==> config.mk <==
export PLATFORM = sky130hd
export DESIGN_NAME = id_ex_decode_stage_flat
export DESIGN_NICKNAME = d
export VERILOG_FILES = /design/src/rtl/id_ex_decode_stage_if.sv /design/src/rtl/id_ex_decode_stage.sv /design/src/flat_wrapper.sv
export SDC_FILE = /design/constraint.sdc
export NUM_CORES = 1
export LEC_CHECK = 0
export CAP_MARGIN = 20
export CELL_PAD_IN_SITES_DETAIL_PLACEMENT = 0
export CELL_PAD_IN_SITES_GLOBAL_PLACEMENT = 1
export CORE_MARGIN = 1
export CORE_UTILIZATION = 31
export CTS_CLUSTER_DIAMETER = 120
export CTS_CLUSTER_SIZE = 12
export DETAILED_ROUTE_END_ITERATION = 6
export GPL_TIMING_DRIVEN = 0
export PLACE_DENSITY_LB_ADDON = 0.1
export SYNTH_ARGS = -nofsm -noshare
export SYNTH_HDL_FRONTEND = slang
export SYNTH_SLANG_ARGS = --single-unit
==> constraint.sdc <==
create_clock -name clk -period 1.2 [get_ports clk]
set_clock_uncertainty 0.2 [all_clocks]
set_input_delay 0.18 -clock clk [delete_from_list [all_inputs] [get_ports clk]]
set_output_delay 0.18 -clock clk [all_outputs]
set_load 0.01 [all_outputs]
==> src/rtl/id_ex_decode_stage_if.sv <==
// ID/EX output bus: the decoded instruction as seen by the EX stage.
// The decode stage drives it through the master modport and the EX stage
// reads it through the slave modport.
//   ex_valid       EX slot holds a real instruction
//   ex_alu_op      4-bit ALU operation code (0000..1011)
//   ex_input_a/b   ALU operands
//   ex_store_data  rt value for sw
//   ex_wr_reg      destination register
//   ex_reg_write   register write enable
//   ex_mem_read    lw
//   ex_mem_write   sw
//   ex_branch      01 = beq, 10 = bne
//   ex_jump        01 = j/jal, 10 = jr
//   ex_set_lt      EX replaces the result with the SUB sign bit
//   ex_illegal     undecodable instruction
interface id_ex_decode_stage_if;
  logic        ex_valid;
  logic [3:0]  ex_alu_op;
  logic [31:0] ex_input_a;
  logic [31:0] ex_input_b;
  logic [31:0] ex_store_data;
  logic [4:0]  ex_wr_reg;
  logic        ex_reg_write;
  logic        ex_mem_read;
  logic        ex_mem_write;
  logic [1:0]  ex_branch;
  logic [1:0]  ex_jump;
  logic        ex_set_lt;
  logic        ex_illegal;

  modport master (
    output ex_valid, ex_alu_op, ex_input_a, ex_input_b, ex_store_data,
           ex_wr_reg, ex_reg_write, ex_mem_read, ex_mem_write,
           ex_branch, ex_jump, ex_set_lt, ex_illegal
  );

  modport slave (
    input  ex_valid, ex_alu_op, ex_input_a, ex_input_b, ex_store_data,
           ex_wr_reg, ex_reg_write, ex_mem_read, ex_mem_write,
           ex_branch, ex_jump, ex_set_lt, ex_illegal
  );
endinterface

==> src/rtl/id_ex_decode_stage.sv <==
// Decode stage and ID/EX pipeline register of the 5-stage MIPS core.
// Decodes the IF/ID instruction into ALU op code, operands and control
// flags, and registers them for EX with one cycle of latency.
// Update priority on each edge: flush (bubble) > stall (hold) > load.
// Ports:
//   clk          clock, rising edge
//   rst_n        asynchronous active-low reset, clears every output
//   id_valid     id_instr holds a real instruction
//   id_instr     instruction word
//   id_pc_plus4  PC+4 of id_instr
//   id_rs_data   forwarded rs value
//   id_rt_data   forwarded rt value
//   stall        hold the ID/EX register
//   flush        load a bubble
//   ex           ID/EX output bus (master side)
module id_ex_decode_stage #(
  parameter int LINK_REG = 31
) (
  input  logic                        clk,
  input  logic                        rst_n,
  input  logic                        id_valid,
  input  logic [31:0]                 id_instr,
  input  logic [31:0]                 id_pc_plus4,
  input  logic [31:0]                 id_rs_data,
  input  logic [31:0]                 id_rt_data,
  input  logic                        stall,
  input  logic                        flush,
  id_ex_decode_stage_if.master        ex
);

  localparam logic [5:0] OP_RTYPE = 6'd0;
  localparam logic [5:0] OP_J     = 6'd2;
  localparam logic [5:0] OP_JAL   = 6'd3;
  localparam logic [5:0] OP_BEQ   = 6'd4;
  localparam logic [5:0] OP_BNE   = 6'd5;
  localparam logic [5:0] OP_ADDI  = 6'd8;
  localparam logic [5:0] OP_ADDIU = 6'd9;
  localparam logic [5:0] OP_SLTI  = 6'd10;
  localparam logic [5:0] OP_ANDI  = 6'd12;
  localparam logic [5:0] OP_ORI   = 6'd13;
  localparam logic [5:0] OP_XORI  = 6'd14;
  localparam logic [5:0] OP_LUI   = 6'd15;
  localparam logic [5:0] OP_LW    = 6'd35;
  localparam logic [5:0] OP_SW    = 6'd43;

  localparam logic [5:0] FN_SLL  = 6'd0;
  localparam logic [5:0] FN_SRL  = 6'd2;
  localparam logic [5:0] FN_SRA  = 6'd3;
  localparam logic [5:0] FN_JR   = 6'd8;
  localparam logic [5:0] FN_ADD  = 6'd32;
  localparam logic [5:0] FN_ADDU = 6'd33;
  localparam logic [5:0] FN_SUB  = 6'd34;
  localparam logic [5:0] FN_SUBU = 6'd35;
  localparam logic [5:0] FN_AND  = 6'd36;
  localparam logic [5:0] FN_OR   = 6'd37;
  localparam logic [5:0] FN_XOR  = 6'd38;
  localparam logic [5:0] FN_NOR  = 6'd39;
  localparam logic [5:0] FN_SLT  = 6'd42;

  localparam logic [3:0] ALU_ADD  = 4'b0000;
  localparam logic [3:0] ALU_ADDU = 4'b0001;
  localparam logic [3:0] ALU_SUB  = 4'b0010;
  localparam logic [3:0] ALU_SUBU = 4'b0011;
  localparam logic [3:0] ALU_AND  = 4'b0100;
  localparam logic [3:0] ALU_OR   = 4'b0101;
  localparam logic [3:0] ALU_XOR  = 4'b0110;
  localparam logic [3:0] ALU_NOR  = 4'b0111;
  localparam logic [3:0] ALU_SLL  = 4'b1000;
  localparam logic [3:0] ALU_SRL  = 4'b1001;
  localparam logic [3:0] ALU_SRA  = 4'b1010;
  localparam logic [3:0] ALU_LUI  = 4'b1011;

  typedef struct packed {
    logic [3:0]  alu_op;
    logic [31:0] input_a;
    logic [31:0] input_b;
    logic [31:0] store_data;
    logic [4:0]  wr_reg;
    logic        reg_write;
    logic        mem_read;
    logic        mem_write;
    logic [1:0]  branch;
    logic [1:0]  jump;
    logic        set_lt;
    logic        illegal;
  } dec_t;

  function automatic logic signed [31:0] sext16(input logic [15:0] v);
    return {{16{v[15]}}, v};
  endfunction

  function automatic logic [31:0] zext16(input logic [15:0] v);
    return {16'h0000, v};
  endfunction

  logic [5:0]  opcode_p0;
  logic [4:0]  rs_p0;
  logic [4:0]  rt_p0;
  logic [4:0]  rd_p0;
  logic [4:0]  shamt_p0;
  logic [5:0]  funct_p0;
  logic [15:0] imm_p0;
  logic signed [31:0] imm_sext_p0;
  logic [31:0] imm_zext_p0;

  logic        vld_p0;
  dec_t        dec_p0;
  logic        vld_p1;
  dec_t        dec_p1;

  // ---- stage p0: combinational decode of the IF/ID instruction ----
  assign opcode_p0   = id_instr[31:26];
  assign rs_p0       = id_instr[25:21];
  assign rt_p0       = id_instr[20:16];
  assign rd_p0       = id_instr[15:11];
  assign shamt_p0    = id_instr[10:6];
  assign funct_p0    = id_instr[5:0];
  assign imm_p0      = id_instr[15:0];
  assign imm_sext_p0 = sext16(imm_p0);
  assign imm_zext_p0 = zext16(imm_p0);

  // rs field is only needed for its value; the index itself is unused.
  logic unused_rs_p0;
  assign unused_rs_p0 = ^rs_p0;

  always_comb begin
    dec_p0 = '0;
    vld_p0 = id_valid;
    if (id_valid) begin
      case (opcode_p0)
        OP_RTYPE: begin
          case (funct_p0)
            FN_ADD, FN_ADDU, FN_SUB, FN_SUBU,
            FN_AND, FN_OR, FN_XOR, FN_NOR, FN_SLT: begin
              dec_p0.input_a   = id_rs_data;
              dec_p0.input_b   = id_rt_data;
              dec_p0.wr_reg    = rd_p0;
              dec_p0.reg_write = 1'b1;
              case (funct_p0)
                FN_ADD:  dec_p0.alu_op = ALU_ADD;
                FN_ADDU: dec_p0.alu_op = ALU_ADDU;
                FN_SUB:  dec_p0.alu_op = ALU_SUB;
                FN_SUBU: dec_p0.alu_op = ALU_SUBU;
                FN_AND:  dec_p0.alu_op = ALU_AND;
                FN_OR:   dec_p0.alu_op = ALU_OR;
                FN_XOR:  dec_p0.alu_op = ALU_XOR;
                FN_NOR:  dec_p0.alu_op = ALU_NOR;
                default: begin
                  // slt runs as SUB; EX keeps only the sign bit
                  dec_p0.alu_op = ALU_SUB;
                  dec_p0.set_lt = 1'b1;
                end
              endcase
            end
            FN_SLL, FN_SRL, FN_SRA: begin
              // shift amount travels on A, the value to shift on B
              dec_p0.input_a   = {27'd0, shamt_p0};
              dec_p0.input_b   = id_rt_data;
              dec_p0.wr_reg    = rd_p0;
              dec_p0.reg_write = 1'b1;
              case (funct_p0)
                FN_SLL:  dec_p0.alu_op = ALU_SLL;
                FN_SRL:  dec_p0.alu_op = ALU_SRL;
                default: dec_p0.alu_op = ALU_SRA;
              endcase
            end
            FN_JR: begin
              dec_p0.input_a = id_rs_data;
              dec_p0.jump    = 2'b10;
            end
            default: begin
              dec_p0.alu_op  = ALU_ADDU;
              dec_p0.illegal = 1'b1;
            end
          endcase
        end
        OP_ADDI, OP_ADDIU, OP_SLTI, OP_ANDI, OP_ORI, OP_XORI, OP_LUI: begin
          dec_p0.input_a   = id_rs_data;
          dec_p0.wr_reg    = rt_p0;
          dec_p0.reg_write = 1'b1;
          case (opcode_p0)
            OP_ADDI:  begin dec_p0.alu_op = ALU_ADD;  dec_p0.input_b = imm_sext_p0; end
            OP_ADDIU: begin dec_p0.alu_op = ALU_ADDU; dec_p0.input_b = imm_sext_p0; end
            OP_SLTI:  begin
              dec_p0.alu_op  = ALU_SUB;
              dec_p0.input_b = imm_sext_p0;
              dec_p0.set_lt  = 1'b1;
            end
            OP_ANDI:  begin dec_p0.alu_op = ALU_AND;  dec_p0.input_b = imm_zext_p0; end
            OP_ORI:   begin dec_p0.alu_op = ALU_OR;   dec_p0.input_b = imm_zext_p0; end
            OP_XORI:  begin dec_p0.alu_op = ALU_XOR;  dec_p0.input_b = imm_zext_p0; end
            default:  begin dec_p0.alu_op = ALU_LUI;  dec_p0.input_b = imm_zext_p0; end
          endcase
        end
        OP_LW: begin
          dec_p0.alu_op    = ALU_ADD;
          dec_p0.input_a   = id_rs_data;
          dec_p0.input_b   = imm_sext_p0;
          dec_p0.wr_reg    = rt_p0;
          dec_p0.reg_write = 1'b1;
          dec_p0.mem_read  = 1'b1;
        end
        OP_SW: begin
          dec_p0.alu_op     = ALU_ADD;
          dec_p0.input_a    = id_rs_data;
          dec_p0.input_b    = imm_sext_p0;
          dec_p0.store_data = id_rt_data;
          dec_p0.mem_write  = 1'b1;
        end
        OP_BEQ, OP_BNE: begin
          // compare by subtraction; EX tests the zero flag
          dec_p0.alu_op  = ALU_SUBU;
          dec_p0.input_a = id_rs_data;
          dec_p0.input_b = id_rt_data;
          dec_p0.branch  = (opcode_p0 == OP_BEQ) ? 2'b01 : 2'b10;
        end
        OP_J: begin
          dec_p0.jump = 2'b01;
        end
        OP_JAL: begin
          // link value is computed as pc_plus4 + 0 through the ALU
          dec_p0.alu_op    = ALU_ADDU;
          dec_p0.input_a   = id_pc_plus4;
          dec_p0.wr_reg    = 5'(LINK_REG);
          dec_p0.reg_write = 1'b1;
          dec_p0.jump      = 2'b01;
        end
        default: begin
          dec_p0.alu_op  = ALU_ADDU;
          dec_p0.illegal = 1'b1;
        end
      endcase
      // $zero is never written
      if (dec_p0.wr_reg == 5'd0) dec_p0.reg_write = 1'b0;
    end
  end

  // ---- stage p1: ID/EX register (flush > stall > load) ----
  always_ff @(posedge clk or negedge rst_n) begin
    if (!rst_n) begin
      vld_p1 <= 1'b0;
      dec_p1 <= '0;
    end else if (flush) begin
      vld_p1 <= 1'b0;
      dec_p1 <= '0;
    end else if (!stall) begin
      vld_p1 <= vld_p0;
      dec_p1 <= dec_p0;
    end
  end

  assign ex.ex_valid      = vld_p1;
  assign ex.ex_alu_op     = dec_p1.alu_op;
  assign ex.ex_input_a    = dec_p1.input_a;
  assign ex.ex_input_b    = dec_p1.input_b;
  assign ex.ex_store_data = dec_p1.store_data;
  assign ex.ex_wr_reg     = dec_p1.wr_reg;
  assign ex.ex_reg_write  = dec_p1.reg_write;
  assign ex.ex_mem_read   = dec_p1.mem_read;
  assign ex.ex_mem_write  = dec_p1.mem_write;
  assign ex.ex_branch     = dec_p1.branch;
  assign ex.ex_jump       = dec_p1.jump;
  assign ex.ex_set_lt     = dec_p1.set_lt;
  assign ex.ex_illegal    = dec_p1.illegal;

endmodule
==> src/flat_wrapper.sv <==
// flat-port wrapper written by rule: the top's interface ports become plain ports
module id_ex_decode_stage_flat 
#(
  parameter int LINK_REG = 31
)
  (clk, rst_n, id_valid, id_instr, id_pc_plus4, id_rs_data, id_rt_data, stall, flush, ex_ex_valid, ex_ex_alu_op, ex_ex_input_a, ex_ex_input_b, ex_ex_store_data, ex_ex_wr_reg, ex_ex_reg_write, ex_ex_mem_read, ex_ex_mem_write, ex_ex_branch, ex_ex_jump, ex_ex_set_lt, ex_ex_illegal);
  id_ex_decode_stage_if ex_i ();
  input  logic clk;
  input  logic rst_n;
  input  logic id_valid;
  input  logic [31:0] id_instr;
  input  logic [31:0] id_pc_plus4;
  input  logic [31:0] id_rs_data;
  input  logic [31:0] id_rt_data;
  input  logic stall;
  input  logic flush;
  output wire logic [$bits(ex_i.ex_valid)-1:0] ex_ex_valid;
  output wire logic [$bits(ex_i.ex_alu_op)-1:0] ex_ex_alu_op;
  output wire logic [$bits(ex_i.ex_input_a)-1:0] ex_ex_input_a;
  output wire logic [$bits(ex_i.ex_input_b)-1:0] ex_ex_input_b;
  output wire logic [$bits(ex_i.ex_store_data)-1:0] ex_ex_store_data;
  output wire logic [$bits(ex_i.ex_wr_reg)-1:0] ex_ex_wr_reg;
  output wire logic [$bits(ex_i.ex_reg_write)-1:0] ex_ex_reg_write;
  output wire logic [$bits(ex_i.ex_mem_read)-1:0] ex_ex_mem_read;
  output wire logic [$bits(ex_i.ex_mem_write)-1:0] ex_ex_mem_write;
  output wire logic [$bits(ex_i.ex_branch)-1:0] ex_ex_branch;
  output wire logic [$bits(ex_i.ex_jump)-1:0] ex_ex_jump;
  output wire logic [$bits(ex_i.ex_set_lt)-1:0] ex_ex_set_lt;
  output wire logic [$bits(ex_i.ex_illegal)-1:0] ex_ex_illegal;
  assign ex_ex_valid = ex_i.ex_valid;
  assign ex_ex_alu_op = ex_i.ex_alu_op;
  assign ex_ex_input_a = ex_i.ex_input_a;
  assign ex_ex_input_b = ex_i.ex_input_b;
  assign ex_ex_store_data = ex_i.ex_store_data;
  assign ex_ex_wr_reg = ex_i.ex_wr_reg;
  assign ex_ex_reg_write = ex_i.ex_reg_write;
  assign ex_ex_mem_read = ex_i.ex_mem_read;
  assign ex_ex_mem_write = ex_i.ex_mem_write;
  assign ex_ex_branch = ex_i.ex_branch;
  assign ex_ex_jump = ex_i.ex_jump;
  assign ex_ex_set_lt = ex_i.ex_set_lt;
  assign ex_ex_illegal = ex_i.ex_illegal;
  id_ex_decode_stage #(.LINK_REG(LINK_REG)) u_core (.clk(clk), .rst_n(rst_n), .id_valid(id_valid), .id_instr(id_instr), .id_pc_plus4(id_pc_plus4), .id_rs_data(id_rs_data), .id_rt_data(id_rt_data), .stall(stall), .flush(flush), .ex(ex_i));
endmodule
==> results of run 1 <==
[cell type report]
type                    instances  area (um2)  share of cell area, %
flip-flops and latches        115        2880                   29.4
clock inverters                13         183                   1.87
plain buffers                  43         407                   4.16
clock buffers                  19         443                   4.53
multi-input cells             355        2500                   25.6
well taps                     220         275                   2.82
inverters                       8        33.8                  0.346
diodes                          1        2.50                 0.0256
repair buffers                352        3050                   31.2
[per-stage QoR]
| step | instances | power [W] | hold WS (ns) | setup TNS, ns |
|---|---|---|---|---|
| 2_1_floorplan | 523 | 0.00440 | -0.316 | -46.72 |
| 4_1_cts | 1056 | 0.0106 | 0.0230 | -61.18 |
| 3_3_place_gp | 983 | 0.00513 | 0.258 | -707.09 |
| 5_1_grt | 1126 | 0.0110 | -0.00329 | -43.48 |
| 3_5_place_dp | 984 | 0.00515 | -0.105 | -144.14 |
| 6_report | 1126 | 0.0106 | -0.0174 | -36.53 |
[placed cells by master, fill, tap and decap left out, types with 7 or more instances in the layout]
master,count
clkbuf_2,87
buf_6,57
clkdlybuf4s50_1,107
o21ai_2,32
clkbuf_1,7
inv_1,7
clkbuf_16,19
a22oi_1,48
buf_2,12
a21oi_1,26
buf_8,11
dfrtp_1,115
nand2_1,80
o21ai_1,42
a22o_1,41
buf_4,88
[power by group]
part / leakage, nW / switching (W) / internal (W)
Combinational: 2.66 / 0.000647 / 0.000695
Clock: 0.295 / 0.00186 / 0.00352
Sequential: 1.60 / 0.0000170 / 0.00391
Total: 4.56 / 0.00252 / 0.00813
[metal layers]
layer / share of wire (%) / wire length (um) / global-route usage (%)
met1: 41 / 8630 / 27.8
met3: 7.3 / 1550 / 6.20
met4: 1.8 / 382 / 8.84
met2: 50 / 10700 / 39.5
met5: 0 / 0 / 0
[tightest hold or removal path: cells and delay by family]
| kind | cells | cell delay [ns] |
|---|---|---|
| buffers and inverters | 1 | 0.16 |
| and+or+nand+nor | 1 | 0.14 |
| AOI/OAI and AO/OA | 1 | 0.07 |
[cells by family (layout without fill, tap and decap cells)]
logic type | after synthesis | after routing
buf+inv | 53 | 435
simple gates | 129 | 129
compound gates | 225 | 225
other cells | 0 | 1
flops | 115 | 115
xor+xnor | 1 | 1
[cell usage after synthesis (all sizes together), types with 2 or more instances]
library cell  count  area share, %
a32o              3           0.56
nand4             2           0.23
nor2b             3           0.35
nand3             7           0.65
dfrtp           115             53
nand2b            4           0.46
buf              23            2.9
a22oi            52            7.3
nand2            82            5.7
a32oi             2           0.33
nor4bb            2           0.37
a221oi            2           0.44
a21oi            31            2.9
nor3              5           0.56
a22o             41            6.7
or4               3           0.49
o211ai            2           0.28
nor4              2           0.51
o21ai            80            9.5
inv               8           0.56
clkbuf           22            1.5
o32ai             2           0.33
nor2             12           0.84
o31ai             2           0.37
[repair_timing]
item                                    in CTS  in global routing
cloned                                       8                  2
endpoints found under the setup margin     230                310
hold buffers                                 3                  3
buffers inserted                            31                 67
pin swaps                                   58                 34
endpoints found under the hold margin      117                  4
gates resized for setup                    282                325
[final timing paths]
check                                         from                     endpoint  slack, ns  cells past startpoint
max in group asynchronous                    rst_n  u_core.ex.ex_store_data[31]       0.18                      3
hold reg to reg             u_core.ex.ex_mem_write       u_core.ex.ex_mem_write       0.27                      1
setup reg to reg           u_core.ex.ex_input_a[1]      u_core.ex.ex_input_a[1]      -0.09                      4
min in group asynchronous                    rst_n     u_core.ex.ex_input_b[23]       0.03                      2
hold / removal                         id_instr[3]         u_core.ex.ex_jump[1]      -0.02                      3
setup / recovery                      id_instr[31]     u_core.ex.ex_input_b[19]      -0.33                      8
==> out/results.tsv, run 1 <==
stage	metric	value	unit
synthesis	Async SR Flop Fraction	100	%
routing	Post-DRT Antenna Nets	0	
die	die span in y	134	um
routing	vias	5724	
global_routing	vias in the first global route	5753	
synthesis	largest family of logic cells by synthesized area	compound AO/OA/AOI/OAI gates	
synthesis	Cell Area, Synth	0.00539	mm2
worst_setup_path	crit-path max cell delay	0.55	ns
clock_network	CTS Root Buffer Type	clkbuf_16	
outcome	failing checks	hold timing, setup timing	
worst_setup_path	Top cell by count, worst path	buf_6	
placement	dpl ws	-1.52	ns
pwr	Static Leak	4.56	nW
cells_and_area	cell area after layout	0.00977	mm2
cells_and_area	fin util	58.3	%
routing	WL/cell	18.8	um
routing	drt total wl	21200	um
timing	min cycle time layout	1.53	ns
synthesis	Syn Nets	656	
placement	DP HPWL	14700	um
worst_setup_path	crit-path leading delay family	buffers and inverters	
global_routing	total congestion overflow	0	
worst_setup_path	Worst EP required	1.33	ns
die	Die ar.	0.0179	mm2
worst_setup_path	Worst EP arrival	1.66	ns
synthesis	compound-gate portion of the synthesized area	30.0	%
timing	final hold violation count	1	
timing	fin. max-slew vios	0	
clock_network	total CTS buffers	17	
synthesis	Post-synth EDFFs	0	
clock_network	CTS tree	built	
flow_run	max-cap violation count	0	
routing	drt first-iter violations	306	
pwr	P per Cell Area	1090	mW/mm2
placement	placed cell area	0.00830	mm2
synthesis	XOR/XNOR Fraction of Synth Area	0.163	%
global_routing	gr usage total	23.1	%
timing	worst-margin pin slew	0.642	ns
synthesis	Synth Area in Simple Gates	11.4	%
clock_network	Clock transition at path regs	0.05	ns
global_routing	first-pass GRT wire length	31600	um
synthesis	area share of fa/ha/maj cells after synthesis	0	%
die	FP Rows	47	
worst_setup_path	cells along the critical path	buf_6 -> or4_4 -> buf_6 -> o22ai_4 -> buf_12 -> buf_8 -> a21oi_1 -> o21ai_1	
synthesis	mux cell area share after synthesis	0	%
cells_and_area	# fillers	1486	
synthesis	Synth Area per Inst	10.3	um2
timing	slack of the critical path	-0.327	ns
synthesis	Mapped Cells	523	
global_routing	antenna violations before repair	1	
placement	placer congestion estimate	0.872	
timing	f_max	655	MHz
worst_setup_path	CP bufs+invs	4	
die	core area	0.0168	mm2
worst_setup_path	Slowest cell on crit path	or4_4	
hold_path	hold crit path type	in2reg	
worst_setup_path	Crit Path Max Fanout	10	
synthesis	Synth Register Bits	115	
outcome	status	finished with violations	
die	I/O Pins	248	
synthesis	Synth Flop Type	dfrtp_1	
timing	unrepaired setup endpoints after global routing	true	
worst_setup_path	critical path capture point type	register	
timing	final number of setup-violating endpoints	227	
cells_and_area	Layout Nets	1025	
routing	DR pass1 iterations	5	
synthesis	Synth cell types	50	
timing	final hold slack	-0.0174	ns
routing	vias per cell	5.08	
routing	DRC	0	
global_routing	pin count of the biggest net entering global routing	84	
die	die width	134	um
timing	final period utilization	127	%
pwr	worst vdd ir	943	uV
clock_network	H-tree levels	4	
cells_and_area	Area growth, synth to finish	81.5	%
placement	Port Buffers	240	
die	Starting Density	32.1	%
worst_setup_path	startpoint types	primary input	
clock_network	CTS sink count	115	
clock_network	clk_lat worst skew	0.41	ns
synthesis	Seq/Total Area, Yosys	53.4	%
timing	slew margin rel.	57.2	%
synthesis	YS warnings	0	
clock_network	maximum clock insertion buffer count	2	
worst_setup_path	kind of critical path	in2reg	
cells_and_area	share of post-route cells with drive strength above 1	42.0	%
(Power assumes the default switching activity.)
==> run 2: changes to the inputs <==
- CORE_UTILIZATION: 31 -> 33
- clock period: 1.2 -> 1.83 ns (I/O delays scaled with it)
==> run 2 against run 1 <==
The flow finishes with violations (setup timing). Combinational power decreased by 39%. Sequential cell count stayed put. Cell count is 7.3% lower. Register-to-register slack improved by 0.77 ns. Utilization is 0.42 points higher. Hold slack better by 0.094 ns. First-iteration DRC count shrank 28%. Critical path depth did not move. Global-route usage grew 0.73 points. Clock-buffer cell count is 2 higher. Worst setup slack improved by 0.31 ns. Clock power down 39%.
==> out/results.tsv, run 2 (synthesis gave the netlist of run 1 again) <==
stage	metric	value	unit
outcome	status	finished with violations	
outcome	failing checks	setup timing	
pwr	Flop pwr share	38.5	%
timing	f_max	542	MHz
die	Die ar.	0.0168	mm2
flow_run	max-cap violation count	0	
timing	final hold slack	0.0763	ns
placement	dpl ws	-1.08	ns
clock_network	Clock transition at path regs	0.06	ns
cells_and_area	Area growth, synth to finish	73.3	%
pwr	Clk pwr share	49.3	%
pwr	Static Leak	4.42	nW
timing	final hold violation count	0	
die	Starting Density	33.9	%
timing	final number of setup-violating endpoints	1	
pwr	Comb pwr share	12.2	%
routing	Post-DRT Antenna Nets	0	
worst_setup_path	kind of critical path	in2reg	
cells_and_area	share of post-route cells with drive strength above 1	20.9	%
cells_and_area	most frequent cells in the layout	clkdlybuf4s50_1 (196), dfrtp_1 (115), nand2_1 (82)	
routing	vias per cell	5.20	
worst_setup_path	critical path capture point type	register	
pwr	worst vdd ir	620	uV
clock_network	clk_lat worst skew	0.41	ns
worst_setup_path	Worst EP required	1.94	ns
clock_network	total CTS buffers	17	
global_routing	pin count of the biggest net entering global routing	74	
pwr	P per Cell Area	716	mW/mm2
die	core area	0.0159	mm2
hold_path	hold crit path type	in2reg	
global_routing	gr usage total	23.9	%
routing	DRC	0	
timing	slack of the critical path	-0.0148	ns
clock_network	H-tree levels	4	
global_routing	antenna violations before repair	0	
timing	slew margin rel.	62.6	%
timing	worst-margin pin slew	0.556	ns
pwr	Sw Ratio	23.5	%
global_routing	total congestion overflow	0	
global_routing	vias in the first global route	5474	
timing	fin. max-slew vios	0	
die	die width	130	um
timing	final period utilization	101	%
cells_and_area	most common cell after layout, fill and taps aside	clkdlybuf4s50_1	
worst_setup_path	startpoint types	primary input	
cells_and_area	Layout Nets	949	
cells_and_area	fin util	58.7	%
routing	drt total wl	20100	um
placement	placer congestion estimate	0.900	
cells_and_area	Inserted Diodes	0	
global_routing	first-pass GRT wire length	30100	um
routing	drt first-iter violations	220	
routing	DR pass1 iterations	6	
die	I/O Pins	248	
die	die span in y	130	um
placement	DP HPWL	14600	um
timing	min cycle time layout	1.84	ns
die	FP Rows	46	
pwr	P_int	0.00511	W
clock_network	CTS tree	built	
placement	Port Buffers	240	
worst_setup_path	Crit Path Max Fanout	5	
clock_network	CTS sink count	115	
clock_network	maximum clock insertion buffer count	2	
clock_network	CTS Root Buffer Type	clkbuf_16	
pwr	Psw	0.00157	W
routing	WL/cell	19.3	um
worst_setup_path	Worst EP arrival	1.96	ns
routing	vias	5424	
-- run 2: cell count changes in the layout (fill, tap and decap cells not counted), moves of 6 or more --
cell             before  now
buf_2                12    3
buf_4                88   27
buf_6                57   19
buf_8                11    5
clkbuf_2             87   18
clkdlybuf4s50_1     107  196
dlymetal6s2s_1        3   32
o21ai_0               6   19
o21ai_1              42   24
-- run 2: area by class of cell --
type | count | area (um2)
buffer | 43 | 360
clock buffer | 21 | 440
clock inverter | 10 | 134
fill | 1402 | 6560
inverter | 8 | 33.8
multi-input combinational | 355 | 2410
sequential | 115 | 2880
tap | 216 | 270
timing repair buffer | 276 | 2810
-- run 2: repair_timing --
item,in CTS,in global routing
gates resized for setup,88,93
setup endpoints to repair,118,132
hold buffers,1,0
setup buffers,30,2
cloned,3,1
pin swaps,14,14
endpoints found under the hold margin,42,0
-- run 2: path summary, 6_finish.rpt --
check / start / end / slack [ns] / depth (start not counted)
worst max-delay path: id_instr[27] / u_core.ex.ex_input_b[14] / -0.01 / 8
worst min-delay path: id_instr[3] / u_core.ex.ex_jump[1] / 0.08 / 3
worst max register to register: u_core.ex.ex_reg_write / u_core.ex.ex_reg_write / 0.68 / 4
worst min register to register: u_core.ex.ex_valid / u_core.ex.ex_valid / 0.27 / 2
max in group asynchronous: rst_n / u_core.ex.ex_input_a[13] / 0.56 / 3
min in group asynchronous: rst_n / u_core.ex.ex_store_data[22] / 0.16 / 2
-- run 2: power groups by stage --
| stage | Combinational [W] | Clock (W) | Sequential, W |
|---|---|---|---|
| floorplan | 0.000225 | 0 | 0.00263 |
| global placement | 0.000703 | 0 | 0.00262 |
| detailed placement | 0.000717 | 0 | 0.00262 |
| CTS | 0.000802 | 0.00335 | 0.00257 |
| global route | 0.000876 | 0.00345 | 0.00257 |
| finish | 0.000816 | 0.00329 | 0.00257 |
-- run 2: critical path, cell delays in order --
cell             delay (ns)
clkdlybuf4s15_1        0.18
or4_4                  0.56
buf_6                  0.16
nor3_4                 0.23
o31ai_4                0.09
buf_6                  0.15
buf_8                  0.12
o21ai_0                0.18
-- run 2: through the flow --
stage               cells  setup TNS, ns  total power, W  instance area (um2)
floorplan             523              0         0.00285                 5390
global route         1044      -0.000165         0.00690                 9330
global placement      979        -585.84         0.00332                 8060
detailed placement    980        -101.22         0.00333                 8090
CTS                  1043       -0.00944         0.00672                 9150
finish               1044        -0.0148         0.00668                 9330
-- run 2: metal layers --
| metal | track usage, % | share of wire, % | wire length [um] |
|---|---|---|---|
| met5 | 0 | 0 | 0 |
| met4 | 9.23 | 2.2 | 452 |
| met3 | 6.48 | 6.4 | 1280 |
| met2 | 39.6 | 50 | 9980 |
| met1 | 29.7 | 42 | 8390 |
==> run 3: changes to the inputs <==
- CORE_UTILIZATION: 33 -> 28
- PLACE_DENSITY: default -> 0.76
- PLACE_DENSITY_LB_ADDON: 0.1 -> default
- clock period: 1.83 -> 1.6 ns (I/O delays scaled with it)
==> run 3 against run 2 <==
The run still ends with setup timing left. Clock-buffer cell count shrank 2. Power rose by 18%. Clock power grew 19%. Register-to-register slack got worse by 0.25 ns. Final area grew 3.7%. Sequential share of layout area fell by 1.1 points. Critical path type unchanged. Critical endpoint is now u_core.ex.ex_input_b[18]. Largest cell class unchanged.
==> out/results.tsv, run 3 (synthesis gave the netlist of run 1 again) <==
stage	metric	value	unit
outcome	status	finished with violations	
outcome	failing checks	setup timing	
placement	placed insts	998	
timing	final hold slack	0.0541	ns
clock_network	CTS Root Buffer Type	clkbuf_16	
timing	fin. max-slew vios	0	
cells_and_area	share of post-route cells with drive strength above 1	28.7	%
placement	placer congestion estimate	0.872	
die	die width	141	um
worst_setup_path	Worst EP required	1.74	ns
global_routing	first-pass GRT wire length	32900	um
die	I/O Pins	248	
worst_setup_path	Worst EP arrival	1.83	ns
global_routing	vias in the first global route	6010	
cells_and_area	most common cell after layout, fill and taps aside	dfrtp_1	
placement	DP HPWL	15300	um
pwr	power consumption	0.00787	W
cells_and_area	Final Non-Filler Cells	1077	
routing	WL/cell	20.4	um
pwr	Static Leak	4.65	nW
clock_network	Clock transition at path regs	0.05	ns
worst_setup_path	RR Startpoint	u_core.ex.ex_input_a[2]	
timing	Final TNS setup	-1.10	ns
hold_path	Worst Hold Path Cells	3	
global_routing	met2 Usage GRT	36.8	%
hold_path	hold path start	id_instr[0]	
worst_setup_path	kind of critical path	in2reg	
worst_setup_path	Crit Path Max Fanout	5	
clock_network	CTS tree	built	
timing	final period utilization	105	%
worst_setup_path	Setup crit start	id_instr[29]	
worst_setup_path	startpoint types	primary input	
routing	Post-DRT Antenna Nets	0	
placement	Port Buffers	240	
timing	min cycle time layout	1.69	ns
timing	slack of the critical path	-0.0864	ns
global_routing	pin count of the biggest net entering global routing	61	
routing	drt total wl	21900	um
global_routing	routing usage on met3	6.86	%
die	die span in y	141	um
hold_path	hold crit path type	in2reg	
timing	final number of setup-violating endpoints	26	
timing	unrepaired setup endpoints after global routing	true	
timing	f_max	593	MHz
timing	slew margin rel.	61.3	%
flow_run	max-cap violation count	0	
cells_and_area	most frequent cells in the layout	dfrtp_1 (115), dlygate4sd2_1 (114), clkdlybuf4s50_1 (110)	
pwr	worst vdd ir	713	uV
timing	worst-margin pin slew	0.576	ns
routing	DRC	0	
worst_setup_path	R2R cell count	3	
die	core area	0.0188	mm2
global_routing	gr usage total	21.9	%
pwr	P per Cell Area	813	mW/mm2
routing	DR pass1 iterations	5	
worst_setup_path	critical path capture point type	register	
routing	drt first-iter violations	230	
timing	final hold violation count	0	
routing	vias per cell	5.26	
clock_network	total CTS buffers	17	
cells_and_area	Layout Nets	963	
cells_and_area	Area growth, synth to finish	79.7	%
global_routing	antenna violations before repair	1	
clock_network	CTS sink count	115	
global_routing	busiest layer in global routing	met2	
routing	vias	5661	
clock_network	H-tree levels	4	
clock_network	maximum clock insertion buffer count	2	
die	Die ar.	0.0198	mm2
die	Starting Density	28.7	%
clock_network	clk_lat worst skew	0.42	ns
global_routing	total congestion overflow	0	
die	FP Rows	50	
global_routing	met1 Use GR	25.6	%
run 3: cell count changes in the layout (fill, tap and decap cells not counted), moves of 10 or more:
cell | previous run | this run
dlygate4sd2_1 | 3 | 114
o21ai_1 | 24 | 10
o21ai_2 | 37 | 58
dlymetal6s2s_1 | 32 | 2
clkdlybuf4s50_1 | 196 | 110
a21oi_1 | 27 | 17
run 3: path summary, 6_finish.rpt:
check	to	slack (ns)
min	u_core.ex.ex_input_b[0]	0.05
min in group asynchronous	u_core.ex.ex_store_data[11]	0.16
min reg2reg	u_core.ex.ex_mem_write	0.28
max in group asynchronous	u_core.ex.ex_input_a[17]	0.36
max reg2reg	u_core.ex.ex_input_a[2]	0.43
max	u_core.ex.ex_input_b[18]	-0.09
run 3: report_power, final:
part,internal [W],switching [W]
logic,0.000504,0.000499
clock network,0.00248,0.00144
registers,0.00293,0.0000119
total,0.00592,0.00195
run 3: metrics by stage:
step                      area, um2  util (%)  worst slack (ns)
after floorplan                5510         -            -0.152
after global placement         8200      43.7             -4.43
after detailed placement       8230      43.9             -1.25
after CTS                      9500      50.6            -0.155
after global routing           9680      51.6            -0.102
final                          9680      51.6           -0.0864
run 3: what timing repair did:
item	4_1_cts	5_1_grt
buffers inserted	40	9
endpoints found under the setup margin	230	98
hold buffers	3	0
gates resized for setup	280	66
cloned	11	2
endpoints found under the hold margin	61	0
pin swaps	65	39
run 3: area by class of cell:
cell class / count / area, um2
diodes: 1 / 2.50
plain buffers: 42 / 393
clock buffers: 19 / 443
clock inverters: 12 / 158
fillers: 1691 / 9090
inverters: 8 / 33.8
multi-input cells: 355 / 2660
flip-flops and latches: 115 / 2880
well taps: 234 / 293
repair buffers: 291 / 2820
run 3: critical path: stages:
cell and delay, ns:
buf_8 0.09, or4_4 0.59, buf_6 0.16, o22ai_4 0.23, buf_6 0.17, buf_6 0.14, a21oi_2 0.06, o21ai_1 0.13
run 3: per-layer routing:
| layer | wire, um | vias up |
|---|---|---|
| met2 | 11000 | 257 |
| met4 | 513 | 0 |
| met1 | 8770 | 2807 |
| li1 | - | 2561 |
| met3 | 1680 | 36 |
| met5 | 0 | - |
